File: config.mk
export PLATFORM = sky130hd
export DESIGN_NAME = seg_to_bcd_capture
export DESIGN_NICKNAME = d
export VERILOG_FILES = /design/src/rtl/seg_to_bcd_capture_pkg.sv /design/src/rtl/seg2bcd.sv /design/src/rtl/seg_to_bcd_capture.sv
export SDC_FILE = /design/constraint.sdc
export NUM_CORES = 1
export LEC_CHECK = 0
export ABC_AREA = 0
export CORE_ASPECT_RATIO = 1.5
export CORE_MARGIN = 3
export CORE_UTILIZATION = 55
export CTS_BUF_LIST = sky130_fd_sc_hd__clkbuf_16
export DETAILED_ROUTE_END_ITERATION = 10
export GPL_TIMING_DRIVEN = 0
export PLACE_DENSITY = 0.85
export SLEW_MARGIN = 20
export SYNTH_ARGS = -nofsm -noshare
export SYNTH_HDL_FRONTEND = slang
export SYNTH_HIERARCHICAL = 1
export SYNTH_SLANG_ARGS = --single-unit
File: constraint.sdc
create_clock -name clk -period 2.88 [get_ports clk]
set_input_delay 0.288 -clock clk [delete_from_list [all_inputs] [get_ports clk]]
set_output_delay 0.288 -clock clk [all_outputs]
set_load 0.03 [all_outputs]
File: src/rtl/seg_to_bcd_capture_pkg.sv
// seg_to_bcd_capture_pkg: digit patterns and sizes shared by the capture block and the display encoder
package seg_to_bcd_capture_pkg;
    localparam int NDIG = 4;
    localparam logic [6:0] SEG_0 = 7'h7E;
    localparam logic [6:0] SEG_1 = 7'h30;
    localparam logic [6:0] SEG_2 = 7'h6D;
    localparam logic [6:0] SEG_3 = 7'h79;
    localparam logic [6:0] SEG_4 = 7'h33;
    localparam logic [6:0] SEG_5 = 7'h5B;
    localparam logic [6:0] SEG_6 = 7'h1F;
    localparam logic [6:0] SEG_7 = 7'h70;
    localparam logic [6:0] SEG_8 = 7'h7F;
    localparam logic [6:0] SEG_9 = 7'h73;
    localparam logic [6:0] SEG_BLANK = 7'h00;
endpackage

File: src/rtl/seg2bcd.sv
// seg2bcd: combinational 7-segment (a..g = bit6..bit0) to BCD decoder
// Ports: seg in; bcd decoded digit, legal = known digit, blank = all segments off
module seg2bcd
    import seg_to_bcd_capture_pkg::*;
(
    input  logic [6:0] seg,
    output logic [3:0] bcd,
    output logic       legal,
    output logic       blank
);
    always_comb begin
        bcd = 4'd0;
        legal = 1'b1;
        case (seg)
            SEG_0: bcd = 4'd0;
            SEG_1: bcd = 4'd1;
            SEG_2: bcd = 4'd2;
            SEG_3: bcd = 4'd3;
            SEG_4: bcd = 4'd4;
            SEG_5: bcd = 4'd5;
            SEG_6: bcd = 4'd6;
            SEG_7: bcd = 4'd7;
            SEG_8: bcd = 4'd8;
            SEG_9: bcd = 4'd9;
            default: legal = 1'b0;
        endcase
    end
    assign blank = seg == SEG_BLANK;
endmodule

File: src/rtl/seg_to_bcd_capture.sv
// seg_to_bcd_capture: debounced capture of a scanned 7-segment display into per-digit BCD
// Ports: clk, rst (sync, active-high); seg/dig_sel scanned inputs; err_clr clears err;
//        bcd/valid captured digits, all_valid, upd commit pulse, err sticky illegal-pattern flag
module seg_to_bcd_capture
    import seg_to_bcd_capture_pkg::*;
#(
    parameter int STABLE = 4
) (
    input  logic        clk,
    input  logic        rst,
    input  logic [6:0]  seg,
    input  logic [3:0]  dig_sel,
    input  logic        err_clr,
    output logic [15:0] bcd,
    output logic [3:0]  valid,
    output logic        all_valid,
    output logic        upd,
    output logic        err
);
    localparam logic [3:0] STB = 4'(STABLE);
    logic [10:0] prev_q, prev_d;
    logic [3:0]  cnt_q, cnt_d;
    logic [15:0] bcd_q, bcd_d;
    logic [3:0]  valid_q, valid_d;
    logic        upd_q, upd_d, err_q, err_d;
    logic        onehot, match, commit;
    logic [3:0]  dec;
    logic        legal, blank;
    seg2bcd u_dec (
        .seg  (seg),
        .bcd  (dec),
        .legal(legal),
        .blank(blank)
    );
    always_comb begin
        prev_d = {dig_sel, seg};
        onehot = (dig_sel != 4'd0) && ((dig_sel & (dig_sel - 4'd1)) == 4'd0);
        match = prev_d == prev_q;
        // cnt saturates at STABLE so a long run commits only once
        cnt_d = !onehot ? 4'd0 : !match ? 4'd1 : (cnt_q == STB) ? STB : cnt_q + 4'd1;
        commit = onehot && match && (cnt_q == STB - 4'd1);
        bcd_d = bcd_q;
        valid_d = valid_q;
        for (int i = 0; i < NDIG; i++) begin
            if (commit && dig_sel[i]) begin
                if (legal) bcd_d[4*i +: 4] = dec;
                valid_d[i] = legal;
            end
        end
        upd_d = commit;
        // an illegal commit outranks a simultaneous clear
        err_d = (commit && !legal && !blank) || (err_q && !err_clr);
    end
    always_ff @(posedge clk) begin
        if (rst) begin
            prev_q <= '0;
            cnt_q <= '0;
            bcd_q <= '0;
            valid_q <= '0;
            upd_q <= 1'b0;
            err_q <= 1'b0;
        end else begin
            prev_q <= prev_d;
            cnt_q <= cnt_d;
            bcd_q <= bcd_d;
            valid_q <= valid_d;
            upd_q <= upd_d;
            err_q <= err_d;
        end
    end
    assign bcd = bcd_q;
    assign valid = valid_q;
    assign all_valid = &valid_q;
    assign upd = upd_q;
    assign err = err_q;
endmodule

==> run summary <==
crit path to = bcd[7]
floorplan die height = 76.7 um
count of endpoints failing hold in the final timing report = 0
TritonCTS clock tree = done
maximum level of the CTS H-tree = 2
total of cells resized after clock tree synthesis = 0
clock-pin slew reported for the worst setup and hold paths after clock tree synthesis = 0.05 ns
total half-perimeter wirelength after legalization and detailed placement = 2.87 mm
Worst setup startpoint = seg[1]
Routed Antenna Nets = 0
slew of the pin with the lowest slew margin = 0.445 ns
# fillers = 251
via count = 1635
category of the critical setup timing path = input pin to register
switching share of power = 22.2%
global-route wire length before repair = 6.81 mm
critical register-to-register path endpoint = valid[1]
clock tree skew after final layout = 0.00206 ns
number of detailed-routing iterations run before antenna repair = 4
number of CTS-inserted buffers = 5
Syn-to-layout area delta = 28.2%
GRT Total Usage = 21.7%
Post-Syn Area = 1830 um2
area taken by multi-input logic gates = 1010 um2
maximum number of pins on one net before global-route repair = 11
initial antenna violation count = 0
most used cells in the layout excluding fill and tap cells = sky130_fd_sc_hd__dfxtp_1 (37), sky130_fd_sc_hd__clkdlybuf4s50_1 (33), sky130_fd_sc_hd__nor2b_1 (31), sky130_fd_sc_hd__o21ai_0 (20), sky130_fd_sc_hd__o21ai_1 (16)
largest fanout of any net on the critical path = 9
global-route congestion overflow total = 0
worst r2r src = cnt_q[0]
Avg Cell Area, Syn = 8.45 um2
die width = 53.1 um
shortest period the worst path allows = 2.38 ns
final WL = 3.98 mm
setup TNS after final layout = 0 ns
count of mapped cells out of synthesis = 217
clock net sink count = 37
Total Nets Final = 273
root buffer selected by CTS = sky130_fd_sc_hd__clkbuf_16
flip-flop and latch area = 741 um2
total inserted antenna cells = 0
routed vias/inst = 5.49
floorplan row count = 25
Detailed Route Iter0 Violations = 42
Power Density = 478 nW/um2
hold bufs inserted after CTS = 0
NetSw = 0.249 mW
leakage = 0.850 nW
core box area = 3160 um2
warning count from the yosys run = 6
unrepaired setup endpoints after global routing = no
share of flip-flops with an asynchronous set or reset = 0%
share of final-layout standard cells stronger than drive strength 1 = 5.81%
synthesis-stage register bit count = 37
highest attainable clock frequency = 419 MHz
combinational cell fraction of total power = 9.0%
final-report max-slew violation count = 0
sequential-to-total area share from yosys stat = 40.4%
Initial Utilization = 58.0%
share of power burned in the clock network = 44.3%
run status = complete, no violations
Max VDD drop = 0.000359 V
max_slew headroom = 70.3%
DRC Markers = 0
gp weighted congestion = 0.805
number of distinct library cells after synthesis = 41
cells on worst reg2reg path = 8
most common library cell in the layout ignoring fill and taps = sky130_fd_sc_hd__dfxtp_1
clock latency of the later-clocked register in the worst-skew pair = 0.27 ns
Flop pwr share = 46.8%
final setup fails = 0
startpoint class of the critical path = input pin
maxcap violations = 0
min-delay worst type = input pin to register
via count of the first global-routing pass = 1533
number of stages on the worst hold path = 3
count of boundary I/O pins = 37
maximum number of buffers from clock root to sink = 2
arrival time of the worst setup path = 2.59 ns
Tcrit/Tclk final = 82.8%
Post-CTS Repair Setup Buffers = 0
utilization of the core after routing = 74.4%
post-DR wirelength/cell = 13.3 um
endpoint kind of the worst setup timing path = register
Total Die Area = 4080 um2
Internal Dissipation = 0.875 mW
number of enable-type register cells in the synthesized netlist = 0
number of nets in the synthesized netlist = 233
Port-buffer cells = 33
Top FF cell, synth = sky130_fd_sc_hd__dfxtp_1
required time at the endpoint of the critical path = 3.08 ns
slack of the worst reg-to-reg path = 0.86 ns
[synthesized netlist by cell type, types with 5 or more instances]
cell type	number	area [um2]
sky130_fd_sc_hd__nand2_1	12	45.0
sky130_fd_sc_hd__nand2b_1	8	50.1
sky130_fd_sc_hd__o21ai_0	20	100
sky130_fd_sc_hd__o21ai_1	16	80.1
sky130_fd_sc_hd__nor4_1	5	31.3
sky130_fd_sc_hd__inv_1	6	22.5
sky130_fd_sc_hd__nor2_1	10	37.5
sky130_fd_sc_hd__buf_2	6	30.0
sky130_fd_sc_hd__xor2_1	13	114
sky130_fd_sc_hd__clkbuf_1	5	18.8
sky130_fd_sc_hd__dfxtp_1	37	741
sky130_fd_sc_hd__nor2b_1	31	194
[metal layers]
layer | up-vias | GRT usage, % | wire [um]
met5 | - | 0 | 0
met2 | 42 | 35.9 | 2060
li1 | 829 | - | -
met1 | 758 | 27.4 | 1700
met3 | 6 | 4.08 | 163
met4 | 0 | 7.42 | 58
[registers in the layout, indices dropped and copies added (netlist names)]
register / count
upd: 1
err: 1
valid: 4
prev_q: 11
cnt_q: 4
bcd: 16
[worst min-delay path by stage]
| stage | start | end | slack, ns |
|---|---|---|---|
| floorplan | seg[0] | prev_q[0] | 0.42 |
| global placement | err | err | 0.46 |
| detailed placement | err | err | 0.46 |
| CTS | dig_sel[2] | prev_q[9] | 0.35 |
| global route | dig_sel[2] | prev_q[9] | 0.38 |
| finish | dig_sel[2] | prev_q[9] | 0.35 |
[stage by stage]
| stage | setup WS, ns | instance area, um2 | std cells | hold slack, ns | power [mW] |
|---|---|---|---|---|---|
| finish | 0.496 | 2350 | 298 | 0.352 | 1.12 |
| global placement | 0.264 | 2210 | 290 | 0.463 | 0.634 |
| detailed placement | 0.264 | 2210 | 290 | 0.462 | 0.636 |
| CTS | 0.527 | 2350 | 298 | 0.346 | 1.13 |
| floorplan | 0.958 | 1830 | 217 | 0.416 | 0.599 |
| global route | 0.303 | 2350 | 298 | 0.380 | 1.16 |
[worst max-delay path, cell delays in order]
cell and delay (ns):
sky130_fd_sc_hd__clkdlybuf4s50_1 0.58, sky130_fd_sc_hd__or4_4 0.59, sky130_fd_sc_hd__o32ai_2 0.16, sky130_fd_sc_hd__a41o_1 0.15, sky130_fd_sc_hd__or3_1 0.23, sky130_fd_sc_hd__nand2_1 0.16, sky130_fd_sc_hd__or2_1 0.28, sky130_fd_sc_hd__o21ai_1 0.14
[power groups by stage]
stage / logic (mW) / clock network, mW / registers (mW)
5_1_grt: 0.112 / 0.522 / 0.526
2_1_floorplan: 0.0637 / 0 / 0.536
3_5_place_dp: 0.100 / 0 / 0.536
6_report: 0.101 / 0.498 / 0.526
4_1_cts: 0.101 / 0.503 / 0.525
3_3_place_gp: 0.0986 / 0 / 0.536
[cell type report]
type | count | share of cell area [%]
clock buffers | 5 | 5.32
plain buffers | 12 | 2.56
clock inverters | 3 | 0.479
well taps | 40 | 2.13
flip-flops and latches | 37 | 31.5
inverters | 6 | 0.958
repair buffers | 33 | 14.1
multi-input cells | 162 | 43.0
[kinds of logic (layout without fill, tap and decap cells)]
group,count (synthesis),count (layout),synth area share (%)
AND/OR/NAND/NOR,93,93,30.0
AO/OA/AOI/OAI,52,52,16.5
flip-flops,37,37,40.4
buffers and inverters,18,59,4.51
XOR/XNOR,14,14,6.69
adder cells (fa/ha/maj),2,2,1.36
multiplexers,1,1,0.546
Note: power is estimated with default switching activity, not from simulation.
==> RTL change, RTL diff (config.mk and constraints unchanged) <==
Set the package constant `NDIG` to 3 (it was 4).
--- a/src/rtl/seg_to_bcd_capture_pkg.sv
+++ b/src/rtl/seg_to_bcd_capture_pkg.sv
@@ -1,6 +1,6 @@
 // seg_to_bcd_capture_pkg: digit patterns and sizes shared by the capture block and the display encoder
 package seg_to_bcd_capture_pkg;
-    localparam int NDIG = 4;
+    localparam int NDIG = 3;
     localparam logic [6:0] SEG_0 = 7'h7E;
     localparam logic [6:0] SEG_1 = 7'h30;
     localparam logic [6:0] SEG_2 = 7'h6D;
Behaviour: not the same (Yosys sat finds a counterexample within 10 cycles, from zero or initial values and one cycle with rst high).
==> RTL change against the original RTL <==
Critical path type unchanged; clock power decreased by 3%; global-route usage is 1.2 points lower; worst setup slack worse by 0.064 ns; non-clock buffer count down 1; sequential power decreased by 13%; sequential cell count decreased by 5; count of clock-buffer cells in the layout stayed put; worst hold slack lost 0.036 ns; cell area shrank 6.2%; critical path depth stayed put; wire length down 9.5%; area after synthesis is 6.6% lower; critical endpoint is now bcd[2]; first-iteration DRC count fell by 14%; power shrank 5.7%.
==> RTL change: results (changes against the original RTL) <==
Largest register FFs = 12 (was 16)
Placer Congestion = 0.781 (was 0.805)
cells after synthesis = 194 (was 217)
I/O Buffers = 29 (was 33)
Worst VDD drop = 0.431 mV (was 0.359 mV)
area occupied by multi-input gates = 961 um^2 (was 1010 um^2)
# nets final = 251 (was 273)
post-place instance area = 2070 um^2 (was 2210 um^2)
drt total wl = 3600 um (was 3980 um)
P_comb = 0.119 mW (was 0.101 mW)
number of global-route vias before repair = 1353 (was 1533)
FF+latch area = 641 um^2 (was 741 um^2)
CP max-delay cell = clkdlybuf4s50_1 (was or4_4)
Placed Cells incl. Taps = 267 (was 290)
Synth Area in XOR/XNOR = 7.16% (was 6.69%)
multiplexer share of the synthesized area = 0.584% (was 0.546%)
sequential fraction of the synthesis area = 37.4% (was 40.4%)
post-synthesis cell type count = 47 (was 41)
global-route wire length before repair = 5920 um (was 6810 um)
adder-cell share of the synthesized area = 1.46% (was 1.37%)
HPWL Detailed = 2630 um (was 2870 um)
1st-iter DRT viols = 36 (was 42)
vias per std cell = 5.30 (was 5.49)
CP arrival = 2.66 ns (was 2.59 ns)
NonClk Buf Share = 18.2% (was 16.6%)
layout cells sized above 1 = 13.2% (was 5.81%)
Power Clock = 0.484 mW (was 0.498 mW)
GRT Total Usage = 20.5% (was 21.7%)
Post-synth top cells = dfxtp_1 (32), nor2b_1 (26), o21ai_1 (19), xor2_1 (13), nand2_1 (11) (was dfxtp_1 (37), nor2b_1 (31), o21ai_0 (20), o21ai_1 (16), xor2_1 (13))
multi-input combinational area share = 43.6% (was 43.0%)
status = finished, final reports clean (unchanged)
Placement Setup Slack = 0.159 ns (was 0.264 ns)
==> RTL change: cell types whose count changed in the layout (fill, tap and decap cells not counted), sizes merged, moves of 3 or more <==
cell           delta
conb              +6
buf               +5
o21ai             -9
clkdlybuf4s50     -4
dfxtp             -5
nor2b             -5
inv               -3
==> RTL change: final timing paths <==
check | from | end | slack [ns] | cells after the start
max reg2reg | cnt_q[0] | bcd[8] | 0.92 | 7
max | seg[1] | bcd[2] | 0.43 | 8
min reg2reg | err | err | 0.48 | 2
min | dig_sel[2] | prev_q[9] | 0.32 | 3
==> RTL change: metal layers <==
layer / vias to the layer above / global-route usage [%] / share of wire, %
met5: - / 0 / 0
met4: 0 / 8.75 / 1.6
met3: 6 / 4.81 / 4.3
met2: 40 / 37.1 / 52
met1: 672 / 22.4 / 42
li1: 735 / - / -
